### config.mk
export PLATFORM = sky130hd
export DESIGN_NAME = xcfi_retire_fifo
export DESIGN_NICKNAME = d
export VERILOG_FILES = /design/src/rtl/xcfi_retire_fifo.sv
export SDC_FILE = /design/constraint.sdc
export NUM_CORES = 1
export LEC_CHECK = 0
export BUFFER_PORTS_ARGS = -buffer_cell sky130_fd_sc_hd__buf_2
export CELL_PAD_IN_SITES_DETAIL_PLACEMENT = 1
export CELL_PAD_IN_SITES_GLOBAL_PLACEMENT = 1
export CORE_MARGIN = 10
export CORE_UTILIZATION = 45
export CTS_BUF_LIST = sky130_fd_sc_hd__clkbuf_4
export DETAILED_ROUTE_END_ITERATION = 7
export GPL_TIMING_DRIVEN = 0
export PLACE_DENSITY_LB_ADDON = 0.1
export SYNTH_ARGS = -nofsm -noshare
export SYNTH_HDL_FRONTEND = slang
export SYNTH_SLANG_ARGS = --single-unit
### constraint.sdc
create_clock -name clock -period 7.8 [get_ports clock]
set_clock_uncertainty 0.05 [all_clocks]
set_input_delay 0.78 -clock clock [delete_from_list [all_inputs] [get_ports clock]]
set_output_delay 0.78 -clock clock [all_outputs]
set_load 0.01 [all_outputs]
### src/rtl/xcfi_retire_fifo.sv
// rtl/xcfi_retire_fifo.sv - RVFI retirement buffer between DUT wrapper and instruction checker
// Optional order-continuity tracking is enabled by defining XCFI_ORDER_CHECK_EN.
module xcfi_retire_fifo #(
    parameter int DEPTH = 4,
    parameter int XLEN  = 32
) (
    input  logic            clock,
    input  logic            resetn,
    input  logic            in_valid,
    input  logic [63:0]     in_order,
    input  logic [XLEN-1:0] in_insn,
    input  logic [XLEN-1:0] in_pc_rdata,
    input  logic [XLEN-1:0] in_pc_wdata,
    input  logic [XLEN-1:0] in_rd_wdata,
    input  logic            in_trap,
    input  logic [4:0]      in_rd_addr,
    output logic            out_valid,
    input  logic            out_ready,
    output logic [63:0]     out_order,
    output logic [XLEN-1:0] out_insn,
    output logic [XLEN-1:0] out_pc_rdata,
    output logic [XLEN-1:0] out_pc_wdata,
    output logic            out_trap,
    output logic [4:0]      out_rd_addr,
    output logic [XLEN-1:0] out_rd_wdata,
    output logic [4:0]      count,
    output logic            overflow,
    output logic            order_err
);
    localparam int AW = (DEPTH > 1) ? $clog2(DEPTH) : 1;
    localparam logic [4:0] CNT_FULL = 5'(DEPTH);

    typedef struct packed {
        logic [63:0]     order;
        logic [XLEN-1:0] insn;
        logic [XLEN-1:0] pc_rdata;
        logic [XLEN-1:0] pc_wdata;
        logic [XLEN-1:0] rd_wdata;
        logic            trap;
        logic [4:0]      rd_addr;
    } entry_t;

    entry_t          mem_q [DEPTH];
    entry_t          mem_d [DEPTH];
    entry_t          head;
    logic [AW-1:0]   wptr_q, wptr_d, rptr_q, rptr_d;
    logic [4:0]      count_q, count_d;
    logic            overflow_q, overflow_d;
    logic            push, pop;

    always_comb begin
        pop        = (count_q != 5'd0) && out_ready;
        push       = in_valid && ((count_q < CNT_FULL) || pop);
        mem_d      = mem_q;
        wptr_d     = wptr_q;
        rptr_d     = rptr_q;
        count_d    = count_q;
        overflow_d = overflow_q | (in_valid && !push);
        if (push) begin
            mem_d[wptr_q] = '{order: in_order, insn: in_insn, pc_rdata: in_pc_rdata,
                              pc_wdata: in_pc_wdata, rd_wdata: in_rd_wdata,
                              trap: in_trap, rd_addr: in_rd_addr};
            wptr_d = wptr_q + AW'(1);
        end
        if (pop) rptr_d = rptr_q + AW'(1);
        // Occupancy is kept apart from the pointers so full and empty never alias.
        if (push && !pop)      count_d = count_q + 5'd1;
        else if (pop && !push) count_d = count_q - 5'd1;
    end

    always_ff @(posedge clock or negedge resetn) begin
        if (!resetn) begin
            mem_q      <= '{default: '0};
            wptr_q     <= '0;
            rptr_q     <= '0;
            count_q    <= '0;
            overflow_q <= 1'b0;
        end else begin
            mem_q      <= mem_d;
            wptr_q     <= wptr_d;
            rptr_q     <= rptr_d;
            count_q    <= count_d;
            overflow_q <= overflow_d;
        end
    end

`ifdef XCFI_ORDER_CHECK_EN
    logic [63:0] exp_q, exp_d;
    logic        seen_q, seen_d, order_err_q, order_err_d;

    // Every strobe is checked, dropped ones included, so an overflow never looks like a gap.
    always_comb begin
        exp_d       = exp_q;
        seen_d      = seen_q;
        order_err_d = order_err_q;
        if (in_valid) begin
            if (seen_q && (in_order != exp_q)) order_err_d = 1'b1;
            seen_d = 1'b1;
            exp_d  = in_order + 64'd1;
        end
    end

    always_ff @(posedge clock or negedge resetn) begin
        if (!resetn) begin
            exp_q       <= '0;
            seen_q      <= 1'b0;
            order_err_q <= 1'b0;
        end else begin
            exp_q       <= exp_d;
            seen_q      <= seen_d;
            order_err_q <= order_err_d;
        end
    end

    assign order_err = order_err_q;
`else
    assign order_err = 1'b0;
`endif

    assign head         = mem_q[rptr_q];
    assign out_valid    = (count_q != 5'd0);
    assign out_order    = head.order;
    assign out_insn     = head.insn;
    assign out_pc_rdata = head.pc_rdata;
    assign out_pc_wdata = head.pc_wdata;
    assign out_trap     = head.trap;
    assign out_rd_addr  = head.rd_addr;
    assign out_rd_wdata = head.rd_wdata;
    assign count        = count_q;
    assign overflow     = overflow_q;
endmodule

==> impl_summary.log, run 1 <==
INFO  metric rr_startpoint = count[3]
INFO  metric number_of_max_cap_violations = 0
INFO  metric pre_repair_dr_iteration_count = 6
INFO  metric yosys_top_cell_by_area = sky130_fd_sc_hd__dfrtp_1
INFO  metric worst-slew-pin-transition = between 1 and 1.5 ns
INFO  metric post_synth_instance_area = between 30,000 and 40,000 um^2
INFO  metric chipWidth = 296.8 um
INFO  metric synth.avg_cell_area = 17.45 um^2
INFO  metric dp.cells = 3,416
INFO  metric endpoints_failing_hold = 0
INFO  metric postSynth.asyncResetShare = 100.0%
INFO  metric final_period_minus_worst_setup_slack = between 5 and 6 ns
INFO  metric ant_nets = 0
INFO  metric worst_hold_startpoint = in_valid
INFO  metric critical_path_class = register to output pin
INFO  metric dp_slack = 3.646 ns
INFO  metric timing.max_slew.rel_slack = 26.45%
INFO  metric groute.usage.overall = 21.14%
INFO  metric die_h = between 200 and 300 um
INFO  metric worst_path_max_delay_cell = sky130_fd_sc_hd__clkbuf_1
INFO  metric post-cts-setup-buffers = 0
INFO  metric root_buffer = sky130_fd_sc_hd__clkbuf_4
INFO  metric grt_first_pass_wirelength = roughly 150,000 um
INFO  metric total_detailed_routing_wirelength = 92,900 um
INFO  metric clock_insertion_delay_worst_skew = 1.00 ns
INFO  metric synth_area_leaders = sky130_fd_sc_hd__dfrtp_1 (58%), sky130_fd_sc_hd__mux2_2 (26%), sky130_fd_sc_hd__mux4_2 (13%)
INFO  metric drt_iter0_markers = 871
INFO  metric gate_count_of_the_mapped_netlist = 1,976
INFO  metric p_leak = 0.01903 uW
INFO  metric power.density_cell_area = 446.7 nW/um^2
INFO  metric io-pin-count = approximately 400
INFO  metric area_growth_syn_to_layout = 23.93%
INFO  metric fin_cells = roughly 4,000
INFO  metric cts_tree = built
INFO  metric worst_setup_path_start_kind = register
INFO  metric hold_path.class = input port to register
INFO  metric synth_top_cell_area_share = 58.19%
INFO  metric worst_r2r_path_depth = 5
INFO  metric cts-root-to-sink-buffers = 3
INFO  metric crit_fanout = 10
INFO  metric reg2reg_to = mem_q[348]
INFO  metric starting_utilization_of_the_core_area = 45.41%
INFO  metric whs_endpoint = overflow
INFO  metric max_slew_violation_count = 0
INFO  metric grt_setup_unrepaired = false
INFO  metric pin_count_of_the_biggest_net_entering_global_routing = 129
INFO  metric grt_pass1_vias = 24,540
INFO  metric dieArea = between 80,000 and 90,000 um^2
INFO  metric series_of_cell_instances_along_the_critical_path = clkbuf_1 -> clkbuf_1 -> buf_1 -> mux4_2 -> buf_2
INFO  metric synth.net_count = between 2,000 and 2,500
INFO  metric max_stage_delay = approximately 0.85 ns
INFO  metric rrSetupSlack = 4.62 ns
INFO  metric yosys.cell_count.top_type = sky130_fd_sc_hd__dfrtp_1
INFO  metric cts.repair.resized = 0
INFO  metric path_clk_slew = 0.06 ns
INFO  metric min_period_over_period = 64.28%
INFO  metric crit_path_frequent_cell = sky130_fd_sc_hd__clkbuf_1
INFO  metric numPortBuffers = 404
INFO  metric postLayoutSetupSlackWorst = 2.786 ns
INFO  metric yosys_most_used_dff = sky130_fd_sc_hd__dfrtp_1
INFO  metric fp.coreArea = 75,950 um^2
INFO  metric antenna_found_initial = 18
INFO  metric worstSetupEndpointType = output pin
INFO  metric post_route_drc = 0
INFO  metric power_switching = 6461 uW
INFO  metric rows = 101
INFO  metric hpwl = 63,460 um
INFO  metric clockPowerShare = about a fifth
INFO  metric seq_power_share = 38.3%
INFO  metric intPower = around 13,000 uW
INFO  metric cp_data_arrival_time = 4.18 ns
INFO  metric status = finished clean
INFO  metric worst_hold_path.num_cells = 2
INFO  metric number_of_synthesized_flops_with_an_enable_pin = 0
INFO  metric cts_sinks = about 800
INFO  metric yosys.cell_types.count = 31
INFO  metric critical_path_required = 6.97 ns
INFO  metric crit_path_start = rptr_q[1]
INFO  metric design_power_total = 19,090 uW
INFO  metric via_count = 21,100
INFO  metric ir_drop = 214.0 uV
INFO  metric synth.top_cells.by_count = sky130_fd_sc_hd__dfrtp_1 (802), sky130_fd_sc_hd__mux2_2 (790), sky130_fd_sc_hd__mux4_2 (198)
INFO  metric cts_made_buffers = ~220
INFO  metric vias_per_cell = 5.254
INFO  metric h_tree_depth = 4
INFO  metric fmax = 199.4 MHz
INFO  metric layout_cell_share_with_drive_strength_beyond_1 = 61.92%
INFO  metric gp_congestion = 0.7557
INFO  metric detail_route.wl_per_cell = 23.14 um
INFO  metric finalSetupViolations = 0
INFO  metric count_of_yosys_warnings_during_synthesis = 0
INFO  metric synth_sequential_area_ratio = 58.19%
INFO  metric combPwrFrac = between 40% and 50%
INFO  metric synth-seq-cells = around 800
INFO  metric grt.overflow.total = 0
INFO  metric netSwitchingFraction = 33.84%
INFO  metric design.final.nets = roughly 3,000
==> cell type report <==
type,count,area (um^2)
Antenna cell,7,17.52
Buffer,132,615.6
Clock buffer,327,2455
Clock inverter,66,301.5
Fill cell,7315,33210
Inverter,4,15.01
Multi-Input combinational cell,1038,13790
Sequential cell,802,20070
Tap cell,1030,1289
Timing Repair Buffer,609,4189
==> state kept, by name, indices dropped and copies added (netlist names) <==
| register | flops |
|---|---|
| count | 5 |
| mem_q | 792 |
| overflow | 1 |
| rptr_q | 2 |
| wptr_q | 2 |
==> metrics by stage <==
stage          utilization [%]  instance area [um^2]   TNS, ns  hold WS (ns)
2_1_floorplan                -                 34490         0        0.4095
3_3_place_gp             49.77                 37800  -8307.59        0.3935
3_5_place_dp             50.00                 37980         0        0.3997
4_1_cts                  56.25                 42720         0       0.02132
5_1_grt                  56.28                 42740         0       0.06899
6_report                 56.28                 42740         0        0.1690
==> cells in the final DEF (no fill, tap or decap), types with 4 or more instances in the layout <==
cell type                       count
sky130_fd_sc_hd__dfrtp_1          802
sky130_fd_sc_hd__mux2_2           790
sky130_fd_sc_hd__buf_2            496
sky130_fd_sc_hd__clkbuf_4         327
sky130_fd_sc_hd__dlygate4sd3_1    199
sky130_fd_sc_hd__mux4_2           198
sky130_fd_sc_hd__clkinv_1          46
sky130_fd_sc_hd__buf_1             21
sky130_fd_sc_hd__clkbuf_1          17
sky130_fd_sc_hd__clkinv_2           8
sky130_fd_sc_hd__diode_2            7
sky130_fd_sc_hd__ha_1               7
sky130_fd_sc_hd__buf_16             6
sky130_fd_sc_hd__inv_1              4
sky130_fd_sc_hd__nand2_1            4
sky130_fd_sc_hd__o211ai_2           4
sky130_fd_sc_hd__mux2_1             4
sky130_fd_sc_hd__a21oi_1            4
==> how the worst max path moves through the flow <==
stage,endpoint,slack (ns),depth (start not counted)
2_1_floorplan,count[3],4.89,9
3_3_place_gp,mem_q[172],-10.49,1
3_5_place_dp,out_pc_rdata[31],3.65,5
4_1_cts,out_pc_rdata[31],2.46,5
5_1_grt,out_pc_rdata[31],2.52,5
6_report,out_pc_rdata[31],2.79,5
==> critical path, delay by kind of cell, from the launching register on <==
| kind | cells | cell delay (ns) |
|---|---|---|
| buffers and inverters | 4 | 2.42 |
| multiplexers | 1 | 0.41 |
| flip-flops | 1 | 0.32 |
==> routing by layer <==
metal / share of wire (%) / vias up / GRT usage (%)
met3: 6.3 / 145 / 6.488
met1: 41 / 11210 / 25.19
met2: 51 / 476 / 36.44
met4: 1.9 / 16 / 6.162
li1: - / 9253 / -
met5: 0.11 / - / 0
==> logic make-up after synthesis <==
family | synth area share, %
adder cells (fa/ha/maj) | 0.3120
flip-flops | 58.19
XOR/XNOR | 0.1524
other | 0.01087
AND/OR/NAND/NOR | 0.2177
multiplexers | 38.88
AO/OA/AOI/OAI | 0.4063
buffers and inverters | 1.828
==> what timing repair did <==
item                       4_1_cts  5_1_grt
hold buffers                   199        0
setup endpoints to repair        0        0
hold endpoints to repair       902        0
==> power groups by stage <==
stage,registers [uW],clock network [uW],logic (uW)
floorplan,6980,0,5470
global placement,7200,0,7970
detailed placement,7390,0,8180
CTS,7310,3830,8290
global route,7560,4090,8740
finish,7320,3680,8090
Note: power is estimated with default switching activity, not from simulation.
==> inputs of run 2 (changes only) <==
==> constraint.sdc (replaced) <==
create_clock -name clock -period 4.55 [get_ports clock]
set_clock_uncertainty 0.05 [all_clocks]
set_input_delay 0.455 -clock clock [delete_from_list [all_inputs] [get_ports clock]]
set_output_delay 0.455 -clock clock [all_outputs]
set_load 0.01 [all_outputs]
==> run 2 against run 1 <==
Effect of this change:
- worst setup slack worse by 2.4 ns
- design area up 0.17%
- global-route usage rose by 0.083 points
==> impl_summary.log, run 2 (synthesis gave the netlist of run 1 again) <==
INFO  metric cts_made_buffers = 216 (unchanged)
INFO  metric dp_slack = 0.7212 ns (-2.925 ns)
INFO  metric numPortBuffers = 404 (unchanged)
INFO  metric hold_path.class = input port to register
INFO  metric drt_iter0_markers = 937 (+7.6%)
INFO  metric grt_setup_unrepaired = false
INFO  metric reg2reg_to = mem_q[524]
INFO  metric grt.overflow.total = 0 (unchanged)
INFO  metric critical_path_class = register to output pin
INFO  metric worst_hold_path.num_cells = 3 (+1)
INFO  metric m1WireLength = 37,820 um (about the same)
INFO  metric ir_drop = 366.6 uV (+71%)
INFO  metric met2_wirelength_from_detailed_routing = 47,700 um (+0.58%)
INFO  metric vias_per_cell = 5.247 (-0.14%)
INFO  metric root_buffer = sky130_fd_sc_hd__clkbuf_4
INFO  metric detail_route.wl_per_cell = 23.17 um (+0.15%)
INFO  metric mostFrequentLayoutCell = sky130_fd_sc_hd__dfrtp_1
INFO  metric post_place_instance_area = 37,980 um^2 (unchanged)
INFO  metric min_period_over_period = 91.68%
INFO  metric endpoints_failing_hold = 0 (unchanged)
INFO  metric postLayoutSetupSlackWorst = 0.3784 ns (-2.408 ns)
INFO  metric hpwl = 63,460 um (unchanged)
INFO  metric post_route_drc = 0 (unchanged)
INFO  metric power.density_cell_area = 764.6 nW/um^2 (+71%)
INFO  metric design.final.nets = 3,017 (+0.13%)
INFO  metric hold_slack = 0.1682 ns (-0.0007770 ns)
INFO  metric cts_sinks = 802 (unchanged)
INFO  metric worst-slew-pin-transition = 1.109 ns (+0.006170 ns)
INFO  metric setup-tns-final = 0 ns (unchanged)
INFO  metric h_tree_depth = 4 (unchanged)
INFO  metric gp_congestion = 0.7557 (unchanged)
INFO  metric cts_tree = built
INFO  metric clock_insertion_delay_worst_skew = 1.00 ns (about the same)
INFO  metric finalSetupViolations = 0 (unchanged)
INFO  metric max_slew_violation_count = 0 (unchanged)
INFO  metric rr_startpoint = count[3]
INFO  metric fmax = 239.7 MHz
INFO  metric area_of_the_multi_input_gates = 13,790 um^2 (unchanged)
INFO  metric grt_first_pass_wirelength = 145,700 um (+0.29%)
INFO  metric grt_pass1_vias = 24,560 (+0.081%)
INFO  metric pin_count_of_the_biggest_net_entering_global_routing = 129 (unchanged)
INFO  metric via_count = 21,090 (-0.043%)
INFO  metric dieArea = 88,120 um^2 (unchanged)
INFO  metric post-cts-setup-buffers = 0 (unchanged)
INFO  metric met3WireLength = 5797 um (-0.70%)
INFO  metric path_clk_slew = 0.07 ns (about the same)
INFO  metric rrSetupSlack = 1.36 ns (-3.26 ns)
INFO  metric critical_path_required = 4.05 ns (-2.92 ns)
INFO  metric ant_nets = 0 (unchanged)
INFO  metric status = finished clean
INFO  metric total_detailed_routing_wirelength = 93,130 um (+0.25%)
INFO  metric groute.usage.overall = 21.22% (+0.083 points)
INFO  metric worst_hold_startpoint = in_rd_wdata[2]
INFO  metric number_of_max_cap_violations = 0 (unchanged)
INFO  metric area_growth_syn_to_layout = 24.13%
INFO  metric crit_fanout = 10 (unchanged)
INFO  metric antenna_found_initial = 16 (-2)
INFO  metric final_cell_mix = sky130_fd_sc_hd__dfrtp_1 (802), sky130_fd_sc_hd__mux2_2 (790), sky130_fd_sc_hd__buf_2 (496), sky130_fd_sc_hd__clkbuf_4 (327), sky130_fd_sc_hd__dlygate4sd3_1 (203)
INFO  metric worst_r2r_path_depth = 5 (unchanged)
INFO  metric postLayoutCellArea = 42,810 um^2 (+0.17%)
INFO  metric starting_utilization_of_the_core_area = 45.41% (unchanged)
INFO  metric register_area = 20,070 um^2 (unchanged)
INFO  metric die_h = 296.8 um (unchanged)
INFO  metric cts-root-to-sink-buffers = 3 (unchanged)
INFO  metric dp.cells = 3,416 (unchanged)
INFO  metric register_bank_with_the_most_flops = mem_q
INFO  metric final_period_minus_worst_setup_slack = 4.172 ns
INFO  metric fin_cells = 4,019 (+0.10%)
INFO  metric chipWidth = 296.8 um (unchanged)
INFO  metric final.fill_count = 7,317 (+0.027%)
INFO  metric pre_repair_dr_iteration_count = 4 (-2)
INFO  metric worst_setup_path_start_kind = register
INFO  metric whs_endpoint = mem_q[602]
INFO  metric timing.max_slew.rel_slack = 26.04% (-0.41 points)
INFO  metric cp_data_arrival_time = 3.67 ns (-0.51 ns)
INFO  metric io-pin-count = 408 (unchanged)
INFO  metric highest-signal-layer = met5
INFO  metric p_leak = 0.01907 uW (+0.17%)
INFO  metric rows = 101 (unchanged)
INFO  metric largest_register_ffs = 792 (unchanged)
INFO  metric fp.coreArea = 75,950 um^2 (unchanged)
INFO  metric worstSetupEndpointType = output pin
INFO  metric layout_cell_share_with_drive_strength_beyond_1 = 61.90% (about the same)
[run 2: report_power, final]
group | internal [uW] | switching, uW
logic | 7590 | 6260
registers | 10800 | 1790
clock network | 3280 | 3030
[run 2: worst max-delay path: stages, from the launching register on]
cell                              delay, ns
sky130_fd_sc_hd__dfrtp_1               0.79
sky130_fd_sc_hd__clkbuf_2              0.53
sky130_fd_sc_hd__clkdlybuf4s15_1       0.72
sky130_fd_sc_hd__mux4_2                0.43
sky130_fd_sc_hd__buf_2                 0.16
[run 2: repair_timing]
| action | in CTS | in global routing |
|---|---|---|
| hold buffers | 204 | 0 |
| endpoints found under the hold margin | 907 | 0 |
| gates resized for setup | 2 | 0 |
| endpoints found under the setup margin | 100 | 0 |
[run 2: area by class of cell]
cell class,count,area share [%]
Antenna cell,7,0.04092
Buffer,131,1.447
Clock buffer,327,5.734
Clock inverter,66,0.7043
Inverter,4,0.03507
Multi-Input combinational cell,1038,32.21
Sequential cell,802,46.88
Tap cell,1030,3.010
Timing Repair Buffer,614,9.942
[run 2: per-stage QoR]
| stage | utilization (%) | total power, uW |
|---|---|---|
| after global routing | 56.37 | 34970 |
| after CTS | 56.35 | 33320 |
| after floorplan | - | 21350 |
| after detailed placement | 50.00 | 26690 |
| after global placement | 49.77 | 26010 |
| final | 56.37 | 32740 |
[run 2: how the worst max path moves through the flow]
stage	from	to	slack [ns]	cells after the start
floorplan	count[2]	count[3]	1.91	9
global placement	resetn	mem_q[172]	-13.42	1
detailed placement	rptr_q[1]	out_pc_rdata[31]	0.72	5
CTS	rptr_q[1]	out_pc_rdata[31]	0.14	4
global route	rptr_q[1]	out_pc_rdata[31]	0.14	4
finish	rptr_q[1]	out_pc_rdata[25]	0.38	4
[run 2: layer usage]
metal | vias up | GRT usage, %
li1 | 9267 | -
met1 | 11200 | 25.41
met2 | 469 | 36.56
met3 | 139 | 6.365
met4 | 12 | 6.162
met5 | - | 0
